==> src/rtl/tensor_pkg.sv <==
// Shared types for the tensor-core feed path: accumulator width, tile payload, collect FSM states.
package tensor_pkg;

  localparam int unsigned ACC_W = 32;

  typedef struct packed {
    logic signed [ACC_W-1:0] c11;
    logic signed [ACC_W-1:0] c12;
    logic signed [ACC_W-1:0] c21;
    logic signed [ACC_W-1:0] c22;
  } tile_t;

  typedef enum logic [1:0] {
    WAIT11   = 2'd0,
    WAITEDGE = 2'd1,
    WAIT22   = 2'd2
  } collect_state_t;

endpackage

==> src/rtl/tile_result_drain_if.sv <==
// Result word stream toward the bus-side writer (ready/valid, last marks the c22 word).
interface tile_result_drain_if #(
  parameter int unsigned ACC_W = tensor_pkg::ACC_W
) ();

  logic [ACC_W-1:0] out_data;
  logic             out_valid;
  logic             out_ready;
  logic             out_last;

  modport master (output out_data, output out_valid, output out_last, input  out_ready);
  modport slave  (input  out_data, input  out_valid, input  out_last, output out_ready);

endinterface

==> src/rtl/tile_fifo.sv <==
// Synchronous FIFO of whole tiles; pointers carry an extra wrap bit to tell full from empty.
module tile_fifo
  import tensor_pkg::*;
#(
  parameter int unsigned DEPTH = 4
) (
  input  logic  clk,
  input  logic  reset,
  input  logic  wr_en,
  input  tile_t wr_data,
  input  logic  rd_en,
  output tile_t rd_data,
  output logic  full,
  output logic  empty
);

  localparam int unsigned AW = $clog2(DEPTH);

  logic [AW:0] wr_ptr;
  logic [AW:0] rd_ptr;
  tile_t       mem [DEPTH];

  always_ff @(posedge clk) begin
    if (reset) begin
      wr_ptr <= '0;
      rd_ptr <= '0;
    end else begin
      if (wr_en) wr_ptr <= wr_ptr + (AW+1)'(1);
      if (rd_en) rd_ptr <= rd_ptr + (AW+1)'(1);
    end
  end

  // Storage needs no reset; emptiness is tracked by the pointers.
  always_ff @(posedge clk) begin
    if (wr_en) mem[wr_ptr[AW-1:0]] <= wr_data;
  end

  assign rd_data = mem[rd_ptr[AW-1:0]];
  assign empty   = (wr_ptr == rd_ptr);
  assign full    = (wr_ptr[AW] != rd_ptr[AW]) && (wr_ptr[AW-1:0] == rd_ptr[AW-1:0]);

endmodule

==> src/rtl/tile_result_drain.sv <==
// Collects 2x2 accumulator tiles on the sequencer push pulses, queues them whole,
// and drains them as a c11,c12,c21,c22 word stream.
module tile_result_drain #(
  parameter int unsigned TILE_DEPTH = 4,
  parameter int unsigned ACC_W      = tensor_pkg::ACC_W
) (
  input  logic                    clk,
  input  logic                    reset,
  input  logic                    start,
  input  logic                    push11,
  input  logic                    pushedge,
  input  logic                    push22,
  input  logic                    seq_done,
  input  logic signed [ACC_W-1:0] c11,
  input  logic signed [ACC_W-1:0] c12,
  input  logic signed [ACC_W-1:0] c21,
  input  logic signed [ACC_W-1:0] c22,
  tile_result_drain_if.master     drain,
  output logic [31:0]             tile_count,
  output logic                    overflow_err,
  output logic                    seq_err,
  output logic                    all_done
);

  import tensor_pkg::*;

  collect_state_t state_q, state_d;
  logic lat11, latedge, commit, seq_err_set;
  logic signed [ACC_W-1:0] c11_q, c12_q, c21_q;

  logic  fifo_full, fifo_empty, wr_en, pop, handshake;
  tile_t wr_tile, head;
  logic [1:0] idx_q;
  logic done_pending;
  logic multi_push;

  assign multi_push = (push11 & pushedge) | (push11 & push22) | (pushedge & push22);

  always_ff @(posedge clk) begin
    if (reset) state_q <= WAIT11;
    else       state_q <= state_d;
  end

  // A stray push11 restarts the tile; any other unexpected push abandons it.
  always_comb begin
    state_d     = state_q;
    lat11       = 1'b0;
    latedge     = 1'b0;
    commit      = 1'b0;
    seq_err_set = 1'b0;
    if (start) begin
      state_d = WAIT11;
    end else if (multi_push) begin
      seq_err_set = 1'b1;
      state_d     = WAIT11;
    end else if (push11) begin
      lat11       = 1'b1;
      seq_err_set = (state_q != WAIT11);
      state_d     = WAITEDGE;
    end else if (pushedge) begin
      if (state_q == WAITEDGE) begin
        latedge = 1'b1;
        state_d = WAIT22;
      end else begin
        seq_err_set = 1'b1;
        state_d     = WAIT11;
      end
    end else if (push22) begin
      if (state_q == WAIT22) begin
        commit = 1'b1;
      end else begin
        seq_err_set = 1'b1;
      end
      state_d = WAIT11;
    end
  end

  always_ff @(posedge clk) begin
    if (reset) begin
      c11_q <= '0;
      c12_q <= '0;
      c21_q <= '0;
    end else begin
      if (lat11) c11_q <= c11;
      if (latedge) begin
        c12_q <= c12;
        c21_q <= c21;
      end
    end
  end

  always_comb begin
    wr_tile     = '0;
    wr_tile.c11 = c11_q;
    wr_tile.c12 = c12_q;
    wr_tile.c21 = c21_q;
    wr_tile.c22 = c22;
  end

  // A pop in the same cycle frees a slot, so a full FIFO still takes the commit.
  assign handshake = !fifo_empty && drain.out_ready;
  assign pop       = handshake && (idx_q == 2'd3);
  assign wr_en     = commit && (!fifo_full || pop);

  tile_fifo #(.DEPTH(TILE_DEPTH)) u_fifo (
    .clk     (clk),
    .reset   (reset),
    .wr_en   (wr_en),
    .wr_data (wr_tile),
    .rd_en   (pop),
    .rd_data (head),
    .full    (fifo_full),
    .empty   (fifo_empty)
  );

  always_ff @(posedge clk) begin
    if (reset)          idx_q <= '0;
    else if (handshake) idx_q <= idx_q + 2'd1;
  end

  always_comb begin
    drain.out_data  = '0;
    drain.out_valid = !fifo_empty;
    drain.out_last  = !fifo_empty && (idx_q == 2'd3);
    if (!fifo_empty) begin
      case (idx_q)
        2'd0:    drain.out_data = ACC_W'(head.c11);
        2'd1:    drain.out_data = ACC_W'(head.c12);
        2'd2:    drain.out_data = ACC_W'(head.c21);
        default: drain.out_data = ACC_W'(head.c22);
      endcase
    end
  end

  always_ff @(posedge clk) begin
    if (reset || start) begin
      tile_count   <= '0;
      overflow_err <= 1'b0;
      seq_err      <= 1'b0;
    end else begin
      if (wr_en)                tile_count   <= tile_count + 32'd1;
      if (commit && !wr_en)     overflow_err <= 1'b1;
      if (seq_err_set)          seq_err      <= 1'b1;
    end
  end

  // Completion is reported only once the collector is idle and the queue has drained.
  assign all_done = done_pending && fifo_empty && (state_q == WAIT11);

  always_ff @(posedge clk) begin
    if (reset || start) done_pending <= 1'b0;
    else if (seq_done)  done_pending <= 1'b1;
    else if (all_done)  done_pending <= 1'b0;
  end

endmodule

==> src/flat_wrapper.sv <==
// flat-port wrapper written by rule: the top's interface ports become plain ports
module tile_result_drain_flat import tensor_pkg::*;
#(
  parameter int unsigned TILE_DEPTH = 4,
  parameter int unsigned ACC_W      = tensor_pkg::ACC_W
)
  (clk, reset, start, push11, pushedge, push22, seq_done, c11, c12, c21, c22, tile_count, overflow_err, seq_err, all_done, drain_out_data, drain_out_valid, drain_out_last, drain_out_ready);
  tile_result_drain_if #(.ACC_W(ACC_W)) drain_i ();
  input  logic clk;
  input  logic reset;
  input  logic start;
  input  logic push11;
  input  logic pushedge;
  input  logic push22;
  input  logic seq_done;
  input  logic signed [ACC_W-1:0] c11;
  input  logic signed [ACC_W-1:0] c12;
  input  logic signed [ACC_W-1:0] c21;
  input  logic signed [ACC_W-1:0] c22;
  output logic [31:0] tile_count;
  output logic overflow_err;
  output logic seq_err;
  output logic all_done;
  output wire logic [$bits(drain_i.out_data)-1:0] drain_out_data;
  output wire logic [$bits(drain_i.out_valid)-1:0] drain_out_valid;
  output wire logic [$bits(drain_i.out_last)-1:0] drain_out_last;
  input wire logic [$bits(drain_i.out_ready)-1:0] drain_out_ready;
  assign drain_out_data = drain_i.out_data;
  assign drain_out_valid = drain_i.out_valid;
  assign drain_out_last = drain_i.out_last;
  assign drain_i.out_ready = drain_out_ready;
  tile_result_drain #(.TILE_DEPTH(TILE_DEPTH), .ACC_W(ACC_W)) u_core (.clk(clk), .reset(reset), .start(start), .push11(push11), .pushedge(pushedge), .push22(push22), .seq_done(seq_done), .c11(c11), .c12(c12), .c21(c21), .c22(c22), .drain(drain_i), .tile_count(tile_count), .overflow_err(overflow_err), .seq_err(seq_err), .all_done(all_done));
endmodule
==> config.mk <==
export PLATFORM = sky130hd
export DESIGN_NAME = tile_result_drain_flat
export DESIGN_NICKNAME = d
export VERILOG_FILES = /design/src/rtl/tensor_pkg.sv /design/src/rtl/tile_result_drain_if.sv /design/src/rtl/tile_fifo.sv /design/src/rtl/tile_result_drain.sv /design/src/flat_wrapper.sv
export SDC_FILE = /design/constraint.sdc
export NUM_CORES = 1
export LEC_CHECK = 0
export BUFFER_PORTS_ARGS = -buffer_cell sky130_fd_sc_hd__buf_2
export CORE_UTILIZATION = 50
export CTS_BUF_LIST = sky130_fd_sc_hd__clkbuf_8
export DETAILED_ROUTE_END_ITERATION = 16
export MAX_ROUTING_LAYER = met4
export PLACE_DENSITY = 0.68
export SETUP_SLACK_MARGIN = 0.05
export SYNTH_ARGS = -nofsm -noshare
export SYNTH_HDL_FRONTEND = slang
export SYNTH_HIERARCHICAL = 1
export SYNTH_SLANG_ARGS = --single-unit
==> constraint.sdc <==
create_clock -name clk -period 6.4 [get_ports clk]
set_input_delay 0.96 -clock clk [delete_from_list [all_inputs] [get_ports clk]]
set_output_delay 0.96 -clock clk [all_outputs]
set_load 0.02 [all_outputs]
# Word-level counts from Yosys, hierarchy flattened
# Memories as Yosys holds them, arrays and structs flattened. A register that Yosys moved wholly into a read port is not among the register bits.
# Index checks and enable logic that the tools add are counted.
# W data, S select, Z words.
# classes
add_sub_neg	4
n_eq_ne	8
mux	33
n_bitwise	5
reduce_logical	21
# op_table
operator	n
$pmux W32 S3	1
$add A32 B1 Y32 const B	1
$mux W32	1
$mux W1	26
$mux W2	5
$logic_and A1 B1 Y1	8
$add A3 B1 Y3 const B	2
$eq A2 B2 Y1 const B	3
$reduce_bool A2 Y1	3
$eq A2 B1 Y1 const B	2
$logic_not A2 Y1	2
$reduce_or A4 Y1	1
$and A1 B1 Y1	3
$eq A3 B3 Y1	1
$logic_not A1 Y1	3
$reduce_bool A3 Y1	1
$reduce_or A3 Y1	1
$add A2 B1 Y2 const B	1
$eq A2 B2 Y1	1
$logic_or A1 B1 Y1	2
$or A1 B1 Y1	2
$ne A1 B1 Y1	1
# totals
reg_bits	141
mem_bits_rw	512
in_bits	136
output_inout_bits	69
elab_cells	84
mem_count	1
# memory_table
name	depth	width	rd	rd_clocked_by_memory_dff	write_ports	line_no	text
u_core.u_fifo.mem	4	128	1	1	1	tile_fifo.sv:21	tile_t mem [DEPTH];

# Logic depth before layout (Yosys ltp)
# Gate-level depths: netlist (run 1).
# depth
ltp_word	10
mapped_depth	10
mapped_depth_nobuf	7

# Modules after synthesis
# The synthesis (run 1) kept the hierarchy.
# by_module_without_submodules
module	instances	cells_each	area_per_inst_um2	seq_area_each_um2
tile_fifo	1	708	18970.7	15534.9
tile_result_drain	1	816	6248.5	2702.6

# Worst setup path before layout (run 1)
# Ideal clock, no wire load.
# synth_timing
path_type	input to register
startpoint	input port push11
endpoint	memory u_core/u_fifo/mem[3][0] in the netlist's numbering (enable)
setup_time_ns	0.502
arrival_time_ns	5.188
required_time_ns	5.898
path_slack_ns	0.710
cell_stages	5
n_path_buf	2
cell_sequence	buf_6 -> or4b_4 -> a211oi_2 -> clkbuf_1 -> and2_1
# synth_via
elab_chain_len	8
word_cells_on_any_way	10
cone_classes	mux: 5; bitwise: 4; reduce/logical: 1
# synth_lines
item	line_no	text
from (decl)	flat_wrapper.sv:12	input logic push11;
$and A1 B1 Y1	tile_result_drain.sv:37	assign multi_push = (push11 & pushedge) | (push11 & push22) | (pushedge & push22);
$or A1 B1 Y1 (2 in a row)	tile_result_drain.sv:37	
$mux W1 *	tile_result_drain.sv:53	end else if (multi_push) begin
$mux W1 *	tile_result_drain.sv:51	if (start) begin
$logic_and A1 B1 Y1 *	tile_result_drain.sv:103	assign wr_en = commit && (!fifo_full || pop);
via u_core.wr_en	tile_result_drain.sv:31	logic fifo_full, fifo_empty, wr_en, pop, handshake;
$mux W1 *	tile_fifo.sv:35	if (wr_en) mem[wr_ptr[AW-1:0]] <= wr_data;
$mux W1 (not written as such) *	tile_fifo.sv:35	
to (decl)	tile_fifo.sv:21	
# Mark *: on every way through the listed nets, which the timed path passes. The rest lies on a longest branch.

==> results of run 1 <==
## cell usage in the layout (no fill, tap or decap), drive strengths merged, types with 2 or more instances in the layout
| cell | netlist | final |
|---|---|---|
| or4 | 15 | 15 |
| xnor2 | 7 | 7 |
| and4 | 6 | 6 |
| and2 | 8 | 8 |
| a222oi | 32 | 32 |
| o21ai | 4 | 4 |
| nand2 | 213 | 213 |
| dfxtp | 143 | 143 |
| and3 | 2 | 2 |
| nor3b | 2 | 2 |
| o21a | 5 | 5 |
| nand3b | 4 | 4 |
| ha | 11 | 11 |
| nand4 | 9 | 9 |
| edfxtp | 512 | 512 |
| o31ai | 14 | 14 |
| nand3 | 11 | 11 |
| clkinvlp | 0 | 3 |
| o2111ai | 2 | 2 |
| xor2 | 2 | 2 |
| mux2i | 11 | 11 |
| nor4 | 12 | 12 |
| a21oi | 150 | 150 |
| mux4 | 128 | 128 |
| a2111oi | 3 | 3 |
| o31a | 2 | 2 |
| nor3 | 3 | 3 |
| a21bo | 2 | 2 |
| inv | 13 | 60 |
| nor2b | 3 | 3 |
| buf | 39 | 225 |
| nor2 | 82 | 82 |
| clkbuf | 55 | 113 |
| clkinv | 1 | 25 |
| or3 | 8 | 8 |
## cells in the mapped netlist, drive strengths merged, types with 7 or more instances
cell type,count,area (um^2)
a21oi,150,751
a222oi,32,320
and2,8,50.1
buf,39,378
clkbuf,55,206
dfxtp,143,2860
edfxtp,512,15400
ha,11,138
inv,13,48.8
mux2i,11,110
mux4,128,2880
nand2,213,800
nand3,11,55.1
nand4,9,62.6
nor2,82,308
nor4,12,81.3
o31ai,14,105
or3,8,50.1
or4,15,113
xnor2,7,61.3
## per-layer routing
layer	vias up	track usage, %	wire, um
met5	-	-	0
met4	0	7.24	1030
met3	83	4.16	3540
met2	441	36.7	27700
met1	7286	29.9	23800
li1	6452	-	-
## cell families after synthesis
kind of cell,synth area share [%]
mux,11.9
xor+xnor,0.313
buf+inv,2.53
compound gates,5.52
fa+ha+maj,0.546
simple gates,6.91
flops,72.3
## power breakdown
part           leakage [nW]  total [mW]  internal (mW)  switching [mW]
Clock                  1.13        3.24           1.66            1.57
Sequential             5.83        4.55           4.55         0.00604
Combinational          2.61       0.102         0.0378          0.0642
Total                  9.58        7.89           6.25            1.65
## sequential cells by signal, indices dropped and copies added (netlist names), named ones only
| name | count |
|---|---|
| u_core/state_q | 2 |
| u_core/c12_q | 32 |
| u_core/tile_count | 32 |
| u_core/u_fifo/wr_ptr | 3 |
| u_core/done_pending | 1 |
| u_core/c11_q | 32 |
| u_core/u_fifo/rd_ptr | 3 |
| u_core/seq_err | 1 |
| u_core/u_fifo/mem | 512 |
| u_core/overflow_err | 1 |
| u_core/c21_q | 32 |
| u_core/idx_q | 2 |
## tightest hold or removal path: stages (launching register included)
cell and delay, ps:
dfxtp_1 310, inv_1 50, a21oi_1 50
## worst min path at each step
stage                     depth (start not counted)                       end
final                                             2            u_core/seq_err
after global routing                              1  u_core/u_fifo/mem[3][27]
after CTS                                         1  u_core/u_fifo/mem[2][26]
after detailed placement                          2            u_core/seq_err
after global placement                            2            u_core/seq_err
after floorplan                                   2       u_core/done_pending
## layout make-up
type,count,share of cell area (%)
multi-input combinational,761,22.3
clock inverter,75,1.23
sequential,655,63.6
timing repair buffer,225,4.38
inverter,14,0.188
tap,664,2.90
clock buffer,113,5.42
==> impl_results.md, run 1 <==
- Outcome: finished clean
- Area of the multi-input gates: roughly 0.0064 mm^2
- Final non-filler cell area: between 0.02 and 0.03 mm^2
- First-pass GRT wire length: roughly 84 mm
- RSZ-0062 raised after global routing: no
- Slew headroom: 19.5%
- Post-cts resize count: 0
- Area Growth Syn to Fin: 13.8%
- # port buffers: approximately 200
- Starting DRT DRC Count: 1039
- Power per cell area: around 280 mW/mm^2
- Initial Util: approximately half
- Vias in the first global route: between 10000 and 15000
- Setup crit end: drain_out_data[17]
- Worst-margin pin slew: ~1200 ps
- Synth cell types: 52
- Setup TNS: 0 ps
- VDD IR-drop max: approximately 0.17 mV
- EDFF count, synth: between 500 and 600
- Max-cap violations: 0
- LEAKAGE: ~9.6 nW
- Final Non-Filler Cells: approximately 2500
- Arr. time, crit path: roughly 3700 ps
- Via Count: roughly 14000
- GRT Util Overall: a little under a quarter
- Max Clock Freq: about 0.22 GHz
- Root buf cell: clkbuf_8
- Final Cycle Share: 72.4%
- Max-slew violations: 0
- Postcts setup bufs: 0
- Total area of sequential cells: around 0.018 mm^2
- Post-CTS Hold Fix Bufs: 0
- Synth warnings: 6
- CP Cell Sequence: buf_4 -> mux4_2 -> a222oi_1 -> nor2_1 -> a21oi_1 -> nor2_1 -> buf_2
- RD Place Congestion: between 0.7 and 0.8
- Critical path peak fanout: 42
- Initial antenna violation count: 0
- Worst Hold Class: flop to flop
- Mapped Nets: approximately 1700
- Most frequent CP cell: nor2_1
- Syn_area_per_cell: roughly 17 um^2
- Vias per cell: between 5 and 6
- Antenna Nets Post-Route: 0
- Crit path depth: 7
- Final WS setup: around 1800 ps
- CP Data Required Time: approximately 5400 ps
- Gr ovfl total: 0
- CTS tree: done
- Share of cells above drive strength 1: roughly 28%
- Hold path startpoint: u_core/seq_err
- Antenna Cells: 0
- Cell area after synthesis: 0.0252 mm^2
- Drt drc: 0
- Worst reg2reg path startpoint: u_core/u_fifo/wr_ptr[1]
- Seq cells post-synth: between 600 and 700
- Clk sinks: between 600 and 700
- Post-Place Cell Area: ~0.027 mm^2
- Total power: between 7 and 8 mW
- Fill count: 3801
- Seq/Total Area, Yosys: approximately 72%
- CP bufs+invs: 2
- Final Hold Viols: 0
- Routed len/inst: roughly 22 um
- Full die area: approximately 0.051 mm^2
- Min Tclk post-route: between 4000 and 5000 ps
- # nets final: ~1900
- Max stage delay on crit path: a little under 1000 ps
- Final cell utilization of the core: between 50% and 60%
- Drt total wl: between 50 and 60 mm
- CTS max path bufs: 3
- DP HPWL: slightly above 30 mm
- Core area: 0.0494 mm^2
- H-Tree Depth: 3
- WHS: roughly 450 ps
- Crit-path slowest cell: dfxtp_4
- Largest net degree at the start of global routing: approximately 130
- Worst-skew pair later-pin latency: 680 ps
- Crit. End Element: output port
- Dpl ws: 2250 ps
- Main synth FF type: edfxtp_1
- CP top delay family: flip-flops
- CP Class: flop to output port
- Post-Syn Instances: about 1500
- Worst Skew: around 24 ps
- CTS buffer count: 100
- Worst-path clk slew: about 60 ps
- IO Count: between 200 and 250
- Worst Reg-to-Reg Cells: 6
- Die height: about 230 um
- Final setup viols: 0
- Flop-to-flop setup slack: slightly below 3000 ps
- CP startpoint kind: flop
- RR Endpoint: u_core/u_fifo/mem[0][17]
- Ys async rst share: 0%
- Drt first pass iters: 9
- Rows: just over 80
- Die X: roughly 230 um
- Cells after DPL: between 2000 and 2500
No activity file was read; power rests on OpenSTA's default activity.
==> run 2: changes to the inputs <==
- PLACE_DENSITY: 0.68 -> 0.71
- clock period: 6.4 -> 4.1 ns (I/O delays scaled with it)
==> run 2 against run 1 <==
  * Global-route usage up 0.29 points
  * Critical path depth unchanged
  * Cell area up 0.63%
  * Clock-buffer cell count grew 3
  * Critical endpoint is now drain_out_data[31]
  * Via count rose by 0.57%
  * Clock skew grew 6.2 ps
  * Die area stayed put
  * Utilization increased by 0.37 points
  * Critical path type unchanged
==> impl_results.md, run 2 (same netlist as run 1, synthesis figures left out) <==
- Worst reg2reg path startpoint: u_core/u_fifo/wr_ptr[0] (was u_core/u_fifo/wr_ptr[1])
- Min Tclk post-route: 3810 ps
- Outcome: finished clean (unchanged)
- CP startpoint kind: flop (unchanged)
- VDD IR-drop max: 0.212 mV (was 0.167 mV)
- Max reg flops: 512 (unchanged)
- Drt first pass iters: 6 (was 9)
- Antenna Nets Post-Route: 0 (unchanged)
- Vias in the first global route: 14800 (was 14600)
- Vias per cell: 5.69 (about the same)
- Worst Hold Class: input port to flop (was flop to flop)
- Crit-path slowest cell: dfxtp_4 (unchanged)
- Setup TNS: 0 ps (unchanged)
- Max-slew violations: 0 (unchanged)
- Fill count: 3798 (was 3801)
- Worst-path clk slew: 60 ps (about the same)
- DP HPWL: 32.8 mm (was 30.3 mm)
- Crit. End Element: output port (unchanged)
- # port buffers: 204 (unchanged)
- Starting DRT DRC Count: 1288 (was 1039)
- Post-cts resize count: 0 (unchanged)
- Worst Reg-to-Reg Cells: 6 (unchanged)
- Comb pwr share: 1.3% (about the same)
- Rows: 81 (unchanged)
- Critical path peak fanout: 24 (was 42)
- Max stage delay on crit path: 580 ps (was 980 ps)
- Worst Skew: 30.0 ps (was 23.8 ps)
- Power per cell area: 428 mW/mm^2 (was 275 mW/mm^2)
- Worst Hold Path Cells: 1 (was 2)
- Drt total wl: 56.5 mm (was 56.0 mm)
- Seq pwr share: 57.5% (was 57.7%)
- CTS buffer count: 102 (was 100)
- Routed len/inst: 22.4 um (about the same)
- Most frequent cells in the layout: edfxtp_1, nand2_1, buf_2 (unchanged)
- Share of cells above drive strength 1: 28.4% (was 27.5%)
- Final Hold Viols: 0 (unchanged)
- Most frequent CP cell: nor2_1 (unchanged)
- Drt drc: 0 (unchanged)
- Crit path depth: 7 (unchanged)
- LEAKAGE: 9.67 nW (was 9.58 nW)
- Initial antenna violation count: 1 (was 0)
- RR Endpoint: u_core/tile_count[24] (was u_core/u_fifo/mem[0][17])
- Max-cap violations: 0 (unchanged)
- Root buf cell: clkbuf_8 (unchanged)
- Full die area: 0.0513 mm^2 (unchanged)
- Worst-skew pair later-pin latency: 670 ps (was 680 ps)
- Commonest non-fill, non-tap cell in the layout: edfxtp_1 (unchanged)
- Final cell utilization of the core: 58.5% (was 58.1%)
- CTS max path bufs: 3 (unchanged)
- Die height: 227 um (unchanged)
- Area Growth Syn to Fin: 14.5% (was 13.8%)
- Clk sinks: 655 (unchanged)
- Post-CTS Hold Fix Bufs: 0 (unchanged)
- IO Count: 205 (unchanged)
- Total power: 12.4 mW (was 7.89 mW)
- Die X: 227 um (unchanged)
- Switch share: 20.6% (was 20.8%)
- Arr. time, crit path: 3190 ps (was 3670 ps)
- Largest net degree at the start of global routing: 89 (was 129)
- RD Place Congestion: 0.770 (was 0.771)
- Hold Path End: u_core/u_fifo/mem[1][30] (was u_core/seq_err)
- Final setup viols: 0 (unchanged)
- First-pass GRT wire length: 85.8 mm (was 84.0 mm)
- CP top delay family: buffers and inverters (was flip-flops)
- Clock power share: 41.2% (was 41.0%)
- CP Class: flop to output port (unchanged)
- Hold path startpoint: c22[30] (was u_core/seq_err)
- Flop-to-flop setup slack: 1360 ps (was 2980 ps)
- Dpl ws: 908 ps (was 2250 ps)
- Gr ovfl total: 0 (unchanged)
- RSZ-0062 raised after global routing: yes (was no)
- H-Tree Depth: 3 (unchanged)
- Final Cycle Share: 92.8%
- Area of the multi-input gates: 0.00638 mm^2 (was 0.00639 mm^2)
- Via Count: 14300 (about the same)
- Initial Util: 51.1% (unchanged)
- GRT Util Overall: 23.2% (was 22.9%)
- Core area: 0.0494 mm^2 (unchanged)
- Postcts setup bufs: 0 (unchanged)
- CP bufs+invs: 2 (unchanged)
- CTS tree: done (unchanged)
- # nets final: 1916 (was 1904)
- CP Cell Sequence: buf_4 -> mux4_2 -> a222oi_1 -> nor2_1 -> a21oi_1 -> nor2_1 -> buf_2 (unchanged)
- Final WS setup: 295 ps (was 1770 ps)
- P_sw: 2.55 mW (was 1.65 mW)
- Total area of sequential cells: 0.0182 mm^2 (unchanged)
- Max Clock Freq: 0.263 GHz
- CP Data Required Time: 3480 ps (was 5440 ps)
- Slew headroom: 21.0% (was 19.5%)
- Internal: 9.81 mW (was 6.25 mW)
- Worst-margin pin slew: 1190 ps (was 1210 ps)
-- run 2: cell types whose count changed in the layout (fill, tap and decap cells not counted), sizes merged --
cell | before | now
buf | 225 | 235
clkinv | 25 | 29
inv | 60 | 56
clkbuf | 113 | 116
clkinvlp | 3 | 2
diode | 0 | 1
-- run 2: power groups by stage --
| stage | Sequential (mW) | Combinational, mW | Clock [mW] |
|---|---|---|---|
| 6_report | 7.11 | 0.159 | 5.09 |
| 5_1_grt | 7.10 | 0.172 | 5.50 |
| 3_3_place_gp | 7.25 | 0.158 | 0 |
| 3_5_place_dp | 7.25 | 0.161 | 0 |
| 2_1_floorplan | 7.25 | 0.0447 | 0 |
| 4_1_cts | 7.11 | 0.161 | 5.24 |
-- run 2: area by class of cell --
| cell class | count | area share [%] |
|---|---|---|
| diodes | 1 | 0.00867 |
| clock buffers | 116 | 5.53 |
| clock inverters | 74 | 1.17 |
| inverters | 14 | 0.186 |
| multi-input cells | 761 | 22.1 |
| flip-flops and latches | 655 | 63.2 |
| well taps | 664 | 2.88 |
| repair buffers | 235 | 4.91 |
-- run 2: through the flow --
step	instance area (um^2)	std cells	hold slack (ps)
after floorplan	25200	1524	451
after CTS	28900	2519	87.0
after global routing	28900	2520	132
final	28900	2520	158
after detailed placement	26900	2329	445
after global placement	26900	2329	440
-- run 2: how the worst max path moves through the flow --
stage,startpoint,endpoint
2_1_floorplan,push11,u_core/u_fifo/mem[3][0]
3_3_place_gp,flop,drain_out_data[31]
3_5_place_dp,flop,drain_out_data[30]
4_1_cts,flop,drain_out_data[30]
5_1_grt,flop,drain_out_data[27]
6_report,flop,drain_out_data[31]
-- run 2: routing by layer --
metal / up-vias / share of wire (%) / track usage [%] / wire length (um)
li1: 6462 / - / - / -
met2: 571 / 50 / 37.6 / 28200
met4: 0 / 2.0 / 7.45 / 1120
met3: 81 / 7.1 / 3.84 / 4030
met5: - / 0 / - / 0
met1: 7229 / 41 / 30.1 / 23200
